===== src/rtl/adc16dv160_frame_packer.sv =====
// Packs 16-bit ADC samples into 32-bit AXI-Stream words, dsize words per frame, through a small FWFT FIFO.
// Optional ramp test pattern: define ADC16DV160_FRAME_PACKER_TEST_PATTERN_EN.
module adc16dv160_frame_packer #(
  parameter int FIFO_DEPTH = 16,
  parameter int OVF_W      = 16
) (
  input  logic             ACLK,
  input  logic             ARESET,
  input  logic             s_valid,
  input  logic [15:0]      s_data,
  input  logic             start,
  input  logic             rt,
  input  logic             sync,
  input  logic             test,
  input  logic [31:0]      dsize,
  output logic             m_axis_tvalid,
  output logic [31:0]      m_axis_tdata,
  output logic [3:0]       m_axis_tkeep,
  output logic             m_axis_tlast,
  input  logic             m_axis_tready,
  output logic             busy,
  output logic             done,
  output logic [OVF_W-1:0] ovf_cnt,
  output logic [1:0]       fsm_state
);

  // AXIS handshake: a word transfers on a rising ACLK edge where m_axis_tvalid and
  // m_axis_tready are both high; tvalid never drops and tdata/tlast never change until then.

  localparam int AW = $clog2(FIFO_DEPTH);

  typedef enum logic [1:0] {IDLE = 2'd0, ARMED = 2'd1, CAPTURE = 2'd2, DRAIN = 2'd3} state_t;

  state_t      state;
  logic [31:0] dsize_q;
  logic [31:0] wcnt;
  logic        phase;
  logic [15:0] low;
  logic [15:0] ramp;
  logic        sync_d;

  logic [32:0] mem [FIFO_DEPTH];
  logic [AW-1:0] wr_ptr;
  logic [AW-1:0] rd_ptr;
  logic [AW:0]   count;

  logic        full;
  logic        wr_req;
  logic        do_write;
  logic        do_read;
  logic        is_last;
  logic [15:0] sample;
  logic [31:0] wdata;

`ifdef ADC16DV160_FRAME_PACKER_TEST_PATTERN_EN
  assign sample = test ? ramp : s_data;
`else
  logic unused_test;
  assign unused_test = test ^ (|ramp);
  assign sample      = s_data;
`endif

  // Full is taken from the registered count, so a same-cycle read never frees a slot for the write.
  assign full     = (count == (AW+1)'(FIFO_DEPTH));
  assign wr_req   = (state == CAPTURE) && s_valid && phase;
  assign do_write = wr_req && !full;
  assign do_read  = m_axis_tvalid && m_axis_tready;
  assign is_last  = (wcnt == dsize_q - 32'd1);
  assign wdata    = {sample, low};

  assign m_axis_tvalid = (count != '0);
  assign m_axis_tdata  = mem[rd_ptr][31:0];
  assign m_axis_tlast  = m_axis_tvalid && mem[rd_ptr][32];
  assign m_axis_tkeep  = 4'hF;
  assign busy          = (state != IDLE);
  assign fsm_state     = state;

  always_ff @(posedge ACLK or posedge ARESET) begin
    if (ARESET) begin
      state   <= IDLE;
      dsize_q <= '0;
      wcnt    <= '0;
      phase   <= 1'b0;
      low     <= '0;
      ramp    <= '0;
      sync_d  <= 1'b0;
      done    <= 1'b0;
      ovf_cnt <= '0;
    end else begin
      sync_d <= sync;
      done   <= 1'b0;
      case (state)
        IDLE: begin
          if (start && (dsize != 32'd0)) begin
            dsize_q <= dsize;
            ovf_cnt <= '0;
            wcnt    <= '0;
            phase   <= 1'b0;
            ramp    <= '0;
            state   <= rt ? CAPTURE : ARMED;
          end
        end
        ARMED: begin
          if (sync && !sync_d) begin
            wcnt  <= '0;
            phase <= 1'b0;
            ramp  <= '0;
            state <= CAPTURE;
          end
        end
        CAPTURE: begin
          if (s_valid) begin
            phase <= ~phase;
            ramp  <= ramp + 16'd1;
            if (!phase) low <= sample;
          end
          // Dropped words are not counted, so the frame always delivers dsize words.
          if (do_write) begin
            wcnt <= wcnt + 32'd1;
            if (is_last) state <= DRAIN;
          end
        end
        DRAIN: begin
          if (do_read && m_axis_tlast) begin
            done  <= 1'b1;
            state <= IDLE;
          end
        end
        default: state <= IDLE;
      endcase
      if (wr_req && full && (ovf_cnt != {OVF_W{1'b1}})) ovf_cnt <= ovf_cnt + 1'b1;
    end
  end

  always_ff @(posedge ACLK or posedge ARESET) begin
    if (ARESET) begin
      wr_ptr <= '0;
      rd_ptr <= '0;
      count  <= '0;
    end else begin
      if (do_write) wr_ptr <= wr_ptr + 1'b1;
      if (do_read)  rd_ptr <= rd_ptr + 1'b1;
      case ({do_write, do_read})
        2'b10:   count <= count + 1'b1;
        2'b01:   count <= count - 1'b1;
        default: count <= count;
      endcase
    end
  end

  always_ff @(posedge ACLK) begin
    if (do_write) mem[wr_ptr] <= {is_last, wdata};
  end

endmodule


===== config.mk =====
export PLATFORM = sky130hd
export DESIGN_NAME = adc16dv160_frame_packer
export DESIGN_NICKNAME = d
export VERILOG_FILES = /design/src/rtl/adc16dv160_frame_packer.sv
export SDC_FILE = /design/constraint.sdc
export NUM_CORES = 1
export LEC_CHECK = 0
export ABC_AREA = 1
export BUFFER_PORTS_ARGS = -buffer_cell sky130_fd_sc_hd__buf_2
export CAP_MARGIN = 0
export CELL_PAD_IN_SITES_DETAIL_PLACEMENT = 0
export CELL_PAD_IN_SITES_GLOBAL_PLACEMENT = 1
export CORE_ASPECT_RATIO = 0.6
export CORE_MARGIN = 5
export CORE_UTILIZATION = 54
export DETAILED_ROUTE_END_ITERATION = 8
export PLACE_DENSITY = 0.83
export SLEW_MARGIN = 20
export SYNTH_ARGS = -nofsm -noshare
export SYNTH_HDL_FRONTEND = slang
export SYNTH_SLANG_ARGS = --single-unit

===== constraint.sdc =====
create_clock -name ACLK -period 7.2 [get_ports ACLK]
set_input_delay 1.44 -clock ACLK [delete_from_list [all_inputs] [get_ports ACLK]]
set_output_delay 1.44 -clock ACLK [all_outputs]
set_load 0.02 [all_outputs]

# After elaboration in Yosys (flattened, before gate mapping)
# Memory sizes are Yosys's and may differ from the RTL's.
# Cells that the tools add are included.
[word_totals] reg_bits=114 mem_bits_rw=528 inputBits=56 out_inout_bits=58 elab_cells=83 n_memories=1
[classes] n_addsub=7 n_eq_ne=14 n_mux=23 bitwise=1 n_reduce_logical=26
[memory_table] name="mem" depth=16 width=33 rd=1 rd_clocked_by_memory_dff=0 wr=1 line="42" rtl="logic [32:0] mem [FIFO_DEPTH];"
[ops] operator="$mux 32" n=3
[ops] operator="$pmux 32 s3" n=1
[ops] operator="$mux 16" n=3
[ops] operator="$add 32x1->32 const B" n=1
[ops] operator="$eq 32x32->1" n=1
[ops] operator="$reduce_bool 32->1" n=1
[ops] operator="$sub 32x1->32 const B" n=1
[ops] operator="$add 16x1->16 const B" n=1
[ops] operator="$ne 16x16->1 const B" n=1
[ops] operator="$mux 2" n=6
[ops] operator="$ne 2x2->1 const B" n=6
[ops] operator="$logic_and 1x1->1" n=10
[ops] operator="$pmux 5 s2" n=1
[ops] operator="$add 4x1->4 const B" n=2
[ops] operator="$pmux 2 s4" n=1
[ops] operator="$reduce_and 4->1" n=2
[ops] operator="$reduce_bool 2->1" n=4
[ops] operator="$mux 1" n=7
[ops] operator="$eq 2x2->1 const B" n=3
[ops] operator="$add 5x1->5 const B" n=1
[ops] operator="$eq 5x5->1 const B" n=1
[ops] operator="$reduce_and 5->1" n=1
[ops] operator="$reduce_bool 5->1" n=1
[ops] operator="$sub 5x1->5 const B" n=1
[ops] operator="8 further kinds" n=11

# Depth between registers and ports, before layout
[logic_depth] depth_word=7 depth_mapped=17 ltp_nobuf=17

# Least setup slack after synthesis
# Ideal clock, no wire load.
[synth_path] path_type="input-to-reg" startpoint="in s_valid" endpoint="mem mem[11][0], enable pin" setup_time_ps=423 arrival_time_ps=3362 required_time_ps=6777 path_slack_ps=3415 path_stages=6 n_path_buf=0 cell_sequence="nand3_1 > inv_1 > nand2_1 > inv_1 > nand2_1 > nor2_1"
[synth_via] elab_chain_cells=5
[synth_rtl] item="from (decl)" line="9" rtl="input logic s_valid,"
[synth_rtl] item="$logic_and 1x1->1 (2 in series)" line="65" rtl="assign wr_req = (state == CAPTURE) && s_valid && phase;"
[synth_rtl] item="$logic_and 1x1->1" line="66" rtl="assign do_write = wr_req && !full;"
[synth_rtl] item="$mux 1" line="152" rtl="if (do_write) mem[wr_ptr] <= {is_last, wdata};"
[synth_rtl] item="$mux 1 (implied by the code)" line="152"
[synth_rtl] item="to (decl)" line="42"
# No other way between the ends.

# Worst setup path after layout
[layout_path] startpoint="reg rd_ptr[1]" endpoint="out m_axis_tdata[14]"
[layout_via] elab_chain_cells=1
[layout_rtl] item="from (decl)" line="44" rtl="logic [AW-1:0] rd_ptr;"
[layout_rtl] item="from (signal assigned)" line="142" rtl="if (do_read) rd_ptr <= rd_ptr + 1'b1;"
[layout_rtl] item="$mem_v2 16x33"
[layout_rtl] item="to (decl)" line="17" rtl="output logic [31:0] m_axis_tdata,"
# No other way between the ends.

==> impl_metrics.toml <==
[outcome]
status = "finished clean"

[sta]
maxSlewViolCount = 0
worstMarginPinSlew_ns = 1.15
setup_violations = 0
relSlewSlack_pct = 23.3
max_freq_ghz = 0.182
fin_crit_sh_pct = 76.2
hold_viol_final = 0
tns_ns = 0
rsz0062_at_grt = "false"
clock_skew_ns = 0.0233
min_period_ns = 5.49

[yosys]
netlist_area_um2 = 27800
synth_edf_count = 528
syn_area_per_cell_um2 = 11.5
synthTopCellsByCount = "edfxtp_1, nor2_1, nand2_1"
yosysUniqueCellTypes = 56
seq_area_frac_synth_pct = 67.4
synth_cells = 2421
ys_seq_elements = 642
async_reset_ff_share_pct = 17.8
ys.flop_type = "edfxtp_1"
synth_largest_area_cell = "edfxtp_1"
yosysMostFrequentCell = "edfxtp_1"
yosys_warnings = 0
post-synth-top-area-fraction_pct = 57.1
synth_area_leaders = "edfxtp_1, dfrtp_1, nor2_1, o21ai_0, nand2_1"

[clock_tree]
cts_root_buffer = "clkbuf_16"
clk_pin_slew_ns = 0.06
cts_setup_buffers = 0
cts_hold_repair.buffers = 0
clk_latency_ns = 0.61
cts_tree = "done"
clock_path_buffers = 3
cts-buffers-inserted = 56
cts-htree-levels = 2
cts-resized-gates = 0
cts.sinks = 642

[worst_setup_path]
arrival_ns = 4.05
r2r_slack_ns = 3.79
reg2reg_from = "fsm_state[0]"
path_max_fanout = 80
required_ns = 5.76
worstSetupStartpointType = "register"
end_kind = "primary output"
r2r_end = "mem[3][26]"
r2r_cells = 9
critPathKind = "register to primary output"

[power]
p_per_area_nw_per_um2 = 391
p_leak_nw = 10.9
ir_drop_v = 0.000247

[global_routing]
global_route.usage.met1_pct = 42.9
grtUsageMet3_pct = 5.39
antenna_found_initial = 2
grt_usage_pct = 26.2
busiest_layer = "met1"
grt_pass1_vias = 18500
grt_max_degree = 145
gr-total-overflow = 0
grt_pass1_wl_um = 113000
use_met2_pct = 36.4

[floorplanning]
ios = 114
coreArea_um2 = 50900
row_count = 64
dieArea_um2 = 56200
dieHeight_um = 186
start_util_pct = 54.5
die_w_um = 303

[detailed_routing]
wl_per_cell_um = 22.9
drc = 0
via_per_inst = 6.06
routed-via-count = 19500
dr.pass1.iters = 6
totalWireLength_um = 73800
drtAntennaViolNets = 0
drt_iter0_drc = 2454

[hold_path]
min-delay-start = "count[4]"
holdPathStages = 1
hold_end = "count[4]"
hold_class = "register to register"

[layout]
drive_above_1_share_pct = 12.6
fin_cells = 3222
finalNetCount = 2553
postLayoutCellArea_um2 = 30800
areaGrowthSynthToFinish_pct = 11.1
fillers = 4036
regArea_um2 = 18700
multiInputGateArea_um2 = 8240

[placement]
place.gp.congestion = 0.942
dp_hpwl_um = 43300
dpl.cell_count = 3115
placed_area_um2 = 29000
io_buffer_count = 108

[run]
drv_cap = 0
where the power goes:
part / internal, mW / switching [mW]
combinational: 1.19 / 2.76
clock: 1.68 / 1.36
sequential: 4.45 / 0.626
total: 7.32 / 4.74
layer usage:
metal / share of wire, % / vias to the layer above
met5: 0.018 / -
met1: 46 / 9610
met4: 1.9 / 2
met2: 41 / 975
met3: 11 / 109
li1: - / 8819
how the worst max path moves through the flow:
stage | end | from | depth (start not counted)
2_1_floorplan | count[0] | ARESET | 1
3_3_place_gp | m_axis_tdata[12] | rd_ptr[1] | 7
3_5_place_dp | m_axis_tdata[9] | rd_ptr[1] | 7
4_1_cts | m_axis_tdata[13] | rd_ptr[1] | 7
5_1_grt | m_axis_tdata[13] | rd_ptr[1] | 7
6_report | m_axis_tdata[14] | rd_ptr[1] | 7
logic make-up (layout without fill, tap and decap cells):
| logic type | after synthesis | in the layout | synth area share, % |
|---|---|---|---|
| adder cells (fa/ha/maj) | 17 | 17 | 0.793 |
| AND/OR/NAND/NOR | 897 | 897 | 13.5 |
| buffers and inverters | 240 | 344 | 3.40 |
| XOR/XNOR | 73 | 73 | 2.30 |
| flip-flops | 642 | 642 | 67.4 |
| other | 1 | 5 | 0.0135 |
| AO/OA/AOI/OAI | 535 | 535 | 11.9 |
| multiplexers | 16 | 16 | 0.649 |
flip-flops by register name, summed over array words and instances, names as in the netlist, 2 cells and up:
register	count
count	5
dsize_q	32
fsm_state	2
low	16
mem	528
ovf_cnt	16
rd_ptr	4
wcnt	32
wr_ptr	4
per-stage QoR:
step / utilization, % / total power, mW / setup WS (ns) / hold WS, ns
2_1_floorplan: - / 7.67 / 2.74 / 0.463
3_3_place_gp: 56.9 / 8.88 / 2.52 / 0.477
3_5_place_dp: 56.9 / 9.03 / 2.49 / 0.488
4_1_cts: 60.5 / 12.1 / 1.79 / 0.500
5_1_grt: 60.5 / 12.7 / 1.62 / 0.516
6_report: 60.5 / 12.1 / 1.71 / 0.496
cell type report:
type | count | area share (%)
clock inverter | 34 | 0.986
multi-input combinational | 1542 | 26.7
tap | 693 | 2.81
antenna | 1 | 0.00812
timing repair buffer | 133 | 2.40
inverter | 105 | 1.31
sequential | 642 | 60.7
clock buffer | 72 | 5.04
critical path: stages, from the launching register on:
cell and delay [ns]:
dfrtp_4 0.86, clkinv_2 0.87, buf_4 0.65, o21ai_0 0.28
o221ai_1 0.17, o211ai_1 0.16, nand2_1 0.11, buf_2 0.17
layout by cell type, fill, tap and decap left out, drive strengths merged, types with 20 or more instances in the layout:
cell type,synthesis,routed
buf,26,133
clkbuf,109,72
clkinv,2,28
dfrtp,114,114
edfxtp,528,528
inv,103,106
nand2,348,348
nand3,70,70
nand4,20,20
nor2,429,429
o211ai,38,38
o21ai,307,307
o221ai,93,93
o22ai,43,43
o31ai,28,28
xnor2,29,29
xor2,44,44
Power figures use the tool's default switching activity.
